## src/rtl/y86_status_ctrl.sv

```systemverilog
// y86_status_ctrl: architectural status, commit gating and run/stop control
// for the SEQ processor. Holds the datapath frozen once a terminating event
// (HALT, address error, invalid instruction or watchdog timeout) retires.
// Also keeps saturating cycle and instruction counters.
module y86_status_ctrl #(
    parameter int CNT_W       = 32,
    parameter int WDOG_CYCLES = 0
) (
    input  logic             clock,
    input  logic             reset_n,
    input  logic             instr_valid,
    input  logic             imem_error,
    input  logic             instr_invalid,
    input  logic             is_halt,
    input  logic             dmem_error,
    output logic             commit_en,
    output logic             freeze,
    output logic [2:0]       status,
    output logic             done,
    output logic [CNT_W-1:0] cycle_count,
    output logic [CNT_W-1:0] instr_count
);

    typedef enum logic {
        RUN     = 1'b0,
        STOPPED = 1'b1
    } state_t;

    localparam logic [2:0] ST_AOK = 3'd1;
    localparam logic [2:0] ST_HLT = 3'd2;
    localparam logic [2:0] ST_ADR = 3'd3;
    localparam logic [2:0] ST_INS = 3'd4;
    localparam logic [2:0] ST_TMO = 3'd5;

    // The idle counter only has to reach WDOG_CYCLES-1; the timeout fires on
    // the idle cycle that would take it to WDOG_CYCLES.
    localparam int IDLE_W = (WDOG_CYCLES > 1) ? $clog2(WDOG_CYCLES) : 1;
    localparam logic [IDLE_W-1:0] IDLE_LAST =
        IDLE_W'((WDOG_CYCLES > 0) ? WDOG_CYCLES - 1 : 0);

    state_t            state;
    logic [IDLE_W-1:0] idle_cnt;
    logic              exc;
    logic              timeout;

    // Counters stick at all-ones instead of wrapping.
    function automatic logic [CNT_W-1:0] sat_inc(input logic [CNT_W-1:0] v);
        return (&v) ? v : v + CNT_W'(1);
    endfunction

    // Address errors outrank an invalid instruction, which outranks HALT.
    function automatic logic [2:0] exc_code(input logic imem, input logic dmem,
                                            input logic inv);
        if (imem || dmem)
            return ST_ADR;
        else if (inv)
            return ST_INS;
        else
            return ST_HLT;
    endfunction

    assign exc = instr_valid & (imem_error | instr_invalid | is_halt | dmem_error);

    assign timeout = (WDOG_CYCLES > 0) && (state == RUN) && !instr_valid &&
                     (idle_cnt == IDLE_LAST);

    // No architectural writes while in reset, when stopped, or for a
    // faulting/halting instruction.
    assign commit_en = reset_n & (state == RUN) & instr_valid & ~exc;

    // Run/stop state machine with registered status, freeze, done and counters.
    always_ff @(posedge clock) begin
        if (!reset_n) begin
            state       <= RUN;
            status      <= ST_AOK;
            freeze      <= 1'b0;
            done        <= 1'b0;
            cycle_count <= '0;
            instr_count <= '0;
            idle_cnt    <= '0;
        end else begin
            case (state)
                RUN: begin
                    cycle_count <= sat_inc(cycle_count);
                    if (commit_en)
                        instr_count <= sat_inc(instr_count);
                    done <= 1'b0;
                    if (instr_valid)
                        idle_cnt <= '0;
                    else if (WDOG_CYCLES > 0)
                        idle_cnt <= idle_cnt + IDLE_W'(1);
                    if (exc) begin
                        status <= exc_code(imem_error, dmem_error, instr_invalid);
                        state  <= STOPPED;
                        freeze <= 1'b1;
                        done   <= 1'b1;
                    end else if (timeout) begin
                        status <= ST_TMO;
                        state  <= STOPPED;
                        freeze <= 1'b1;
                        done   <= 1'b1;
                    end
                end
                STOPPED: begin
                    done <= 1'b0;
                end
                default: begin
                    state <= STOPPED;
                end
            endcase
        end
    end

endmodule

```

## config.mk

```make
export PLATFORM = sky130hd
export DESIGN_NAME = y86_status_ctrl
export DESIGN_NICKNAME = d
export VERILOG_FILES = /design/src/rtl/y86_status_ctrl.sv
export SDC_FILE = /design/constraint.sdc
export NUM_CORES = 1
export LEC_CHECK = 0
export ABC_AREA = 1
export CORE_ASPECT_RATIO = 1.5
export CORE_MARGIN = 2
export CORE_UTILIZATION = 57
export DETAILED_ROUTE_END_ITERATION = 7
export GPL_TIMING_DRIVEN = 0
export PLACE_DENSITY = 0.86
export SLEW_MARGIN = 20
export SYNTH_ARGS = -nofsm -noshare
export SYNTH_HDL_FRONTEND = slang
export SYNTH_SLANG_ARGS = --single-unit
```

## constraint.sdc

```tcl
create_clock -name clock -period 2.6 [get_ports clock]
set_input_delay 0.39 -clock clock [delete_from_list [all_inputs] [get_ports clock]]
set_output_delay 0.39 -clock clock [all_outputs]
set_load 0.005 [all_outputs]
```

=== Word-level counts from Yosys, hierarchy flattened ===
Cells that the tools add are included.
Widths: inputs -> output; s select.

* Register bits: 70
* Output and inout bits: 70

* Add/sub/neg operators: 2
* Reduce and logical (&&, ||, !) cells: 6
* Bitwise gates (word level): 11
* Muxes and demuxes: 5

{| class="wikitable"
|+ Operator list
! kind !! number
|-
| $add 32x1->32 const B || 2
|-
| $reduce_and 32->1 || 2
|-
| $mux 3 || 2
|-
| $and 1x1->1 || 4
|-
| $not 1->1 || 4
|-
| $reduce_and 2->1 || 2
|-
| $or 1x1->1 || 3
|-
| $reduce_and 3->1 || 1
|-
| $mux 1 || 2
|-
| $pmux 1 s2 || 1
|-
| $logic_or 1x1->1 || 1
|}

=== Depth between registers and ports, before layout ===
* Depth in word-level cells: 7
* Gate-level depth with buffers: 11
* Mapped depth without buffers: 11

=== Least setup slack after synthesis ===
No wires, ideal clock.

* Path type: register -> register
* From: register instr_count[0]
* To: register instr_count[12]
* Arrival time: 1581 ps
* Clock period less this slack: 1714 ps
* Path buffers: 1
* Setup slack: 886 ps
* Library setup time: 133 ps
* Cell stages (with the launch flop): 12
* Path through: dfxtp_1 ha_1 nand2_1 nor2_4 nand2_2 nor2_4 nand2_4 nand2_4 inv_2 buf_6 nand2_1 a21oi_2

* Longest elaborated chain between the ends: 3

{| class="wikitable"
|+ RTL lines
! item !! RTL line !! source
|-
| start, declared || 21 || <nowiki>output logic [CNT_W-1:0] instr_count</nowiki>
|-
| start signal, assigned || 86 || <nowiki>instr_count <= sat_inc(instr_count);</nowiki>
|-
| branches (longest 3 deep; another with $add 32x1->32) || - ||
|}

Parallel ways; which one is timed is not known.
A chain may end at the register's enable or synchronous reset.

=== Worst setup path after layout ===
* From: input imem_error
* To: output commit_en

* Longest elaborated chain between the ends: 6

{| class="wikitable"
|+ RTL lines
! item !! RTL line !! source
|-
| start, declared || 12 || <nowiki>input logic imem_error,</nowiki>
|-
| $or 1x1->1 (3 in a row) || 62 || <nowiki>assign exc = instr_valid & (imem_error | instr_invalid | is_halt | dmem_error);</nowiki>
|-
| $and 1x1->1 || 62 ||
|-
| $not 1->1 || 69 || <nowiki>assign commit_en = reset_n & (state == RUN) & instr_valid & ~exc;</nowiki>
|-
| $and 1x1->1 || 69 ||
|-
| end, declared || 16 || <nowiki>output logic commit_en,</nowiki>
|}

Every way passes these cells.

==> qor.yml <==
syn_inst: 686
holdWs_ns: 0.445
final-hold-violation-count: 0
io_pins: 77
die_x_microns: 73.8
cp-startpoint: "imem_error"
p_leak_uw: 0.00191
routed_via_density: 5.37
fmax_ghz: 0.398
clk_latency_ns: 0.35
path_buf_inv: 3
track_usage_pct: 32.3
fp-row-count: 38
crit_arrival_ns: 2.12
tritoncts: "yes"
start_util_pct: 58.0
finalMaxSlewViolations: 0
grt_antenna_before_repair: 0
root_buffer: "clkbuf_8"
reg2reg_from: "instr_count[1]"
fin_area_sq_um: 5270
internal_power_uw: 1710
port_buffers: 75
crit_required_ns: 2.21
synth_top_area_share_pct: 33.7
placedInstanceArea_sq_um: 5040
avgSynthCellArea_sq_um: 6.07
final_nets: 781
tightest_slew_ns: 0.660
syn-cell-area_sq_um: 4160
worst-setup-path-type: "primary input to output pin"
holdCritPathClass: "primary input to register"
ys_seq_area_share_pct: 33.7
maxCapViolCount: 0
seqPwrFrac_pct: 49.3
num_vias: 4701
crit_chain: "clkdlybuf4s50_1 > nor2_1 > nand2_1 > nor2_2 > buf_4 > clkdlybuf4s50_1"
switchingPower_uw: 501
gp_congestion: 0.974
clk_pin_slew_worst_paths_ns: 0.08
synth_flop_cell: "dfxtp_1"
synth_nets: 695
cp_slowest_cell: "clkdlybuf4s50_1"
numCtsBuffers: 9
rsz0062_at_grt: "false"
grt-ovfl-total: 0
power_density_nw_per_um2: 421
r2r_end: "instr_count[5]"
dpl.cell_count: 861
routed_wl_microns: 12700
final_layout_size_suffix_gt1_share_pct: 6.06
finalCritPeriodShare_pct: 96.5
cp_top_family: "buffers and inverters"
grt_pass1_vias: 4303
synth_edf_count: 0
drc_errors: 0
ir_drop_uv: 332
regToRegSetupSlack_ns: 0.51
switching_share_pct: 22.6
cts_max_path_buffers: 2
detail_route.first_pass.iterations: 5
grt_max_degree: 12
area_delta_synth_final_pct: 26.5
slew_headroom_pct: 56.0
grt_pass1_wl_microns: 20000
cp-start-kind: "primary input"
yosysTopAreaCell: "dfxtp_1"
layout.cells.non_filler: 876
synth_seq_cells: 70
synthArstFlopShare_pct: 0
cpMostUsedCell: "clkdlybuf4s50_1"
power.total_uw: 2220
drt_iter0_drc: 320
worst_hold_path.endpoint: "done"
fill_cells: 619
wire_per_inst_microns: 14.5
die_h_microns: 109
setup_viol_count_final: 0
core_sq_um: 7180
hold_depth: 3
hpwl_microns: 9790
clock_skew_ns: 0.00491
critPathCaptureType: "output pin"
status: "complete, no violations"
path_max_fanout: 10
num_antenna_cells: 0
htree_num_levels: 3
ant_nets: 0
p_comb_share_pct: 4.6
fin_crit_ns: 2.51
reg2regPathDepth: 11
cts.sinks: 70
die_area_sq_um: 8020
yosys-top-cells-area: "dfxtp_1, nand2_1, nor2_1, nand3_1, a21oi_1"
power.clock.fraction_pct: 46.1
synthDistinctLibCells: 29
cts_setup_buffers: 0
critPathMaxStageDelay_ns: 0.52
hold_start: "reset_n"
yosysWarnings: 0
[tightest hold or removal path, stage by stage]
cell	delay, ns
clkbuf_1	0.14
nand3_1	0.15
a21oi_1	0.07
[per-layer routing]
layer	GRT usage, %	wire length (microns)
met1	33.8	4790
met2	59.8	6710
met3	5.64	619
met4	16.4	550
met5	0	0
[timing repair]
| action | in CTS | in global routing |
|---|---|---|
| setup endpoints to repair | 1 | 1 |
| resized for setup | 1 | 1 |
| hold buffers | 0 | 0 |
[power by group through the flow]
| stage | registers (uW) | logic (uW) | clock network [uW] |
|---|---|---|---|
| 5_1_grt | 1090 | 110 | 1060 |
| 4_1_cts | 1090 | 101 | 1020 |
| 6_report | 1090 | 101 | 1020 |
| 3_3_place_gp | 1120 | 96.1 | 0 |
| 2_1_floorplan | 1120 | 53.8 | 0 |
| 3_5_place_dp | 1120 | 100 | 0 |
[cell usage after synthesis, drive strengths merged, types with 2 or more instances]
master / number
inv: 58
xor2: 9
ha: 2
clkbuf: 7
nand3b: 2
nor3: 8
a21oi: 52
o21ai: 7
xnor2: 4
dfxtp: 70
nand3: 61
nand2: 222
buf: 14
and2: 3
nand4: 15
nor2: 148
[through the flow]
step	utilization, %	TNS [ns]	worst slack [ns]
global placement	70.2	0	0.0368
global route	73.4	0	0.0295
detailed placement	70.2	-0.00931	-0.00931
floorplan	-	0	0.886
finish	73.4	0	0.0901
CTS	73.3	0	0.0391
[sequential cells by signal (all words and copies together), names as in the netlist]
signal       cells
instr_count     32
freeze           1
done             1
status           3
state            1
cycle_count     32
[logic make-up after synthesis]
group,count (synthesis),synth area share [%]
buffers and inverters,79,8.71
adder cells (fa/ha/maj),2,0.601
AO/OA/AOI/OAI,61,8.29
flip-flops,70,33.7
XOR/XNOR,13,2.73
AND/OR/NAND/NOR,461,46.0
[final cells by class]
type	instances	area, sq um	share of cell area, %
well taps	100	125	2.38
inverters	58	218	4.13
repair buffers	75	751	14.3
clock buffers	12	155	2.95
clock inverters	3	67.6	1.28
multi-input cells	537	2400	45.6
flip-flops and latches	70	1400	26.6
plain buffers	21	148	2.80
[layout by cell type, fill, tap and decap left out, types with 6 or more instances in the layout]
cell type and count:
clkbuf_1 8, nand4_1 15, a21oi_1 43, nand3_1 61, inv_1 57, nor2_1 143, nand2_1 218, buf_6 8
clkbuf_8 11, a21oi_2 9, nor3_1 8, o21ai_0 6, dfxtp_1 70, clkdlybuf4s50_1 75, xor2_1 9
[worst max-delay path by stage]
stage	to	slack, ns	cells after the start
final	commit_en	0.09	6
after global routing	commit_en	0.03	6
after CTS	commit_en	0.04	6
after detailed placement	commit_en	-0.009	6
after global placement	commit_en	0.04	6
after floorplan	instr_count[12]	0.89	11
(Power assumes the default switching activity.)
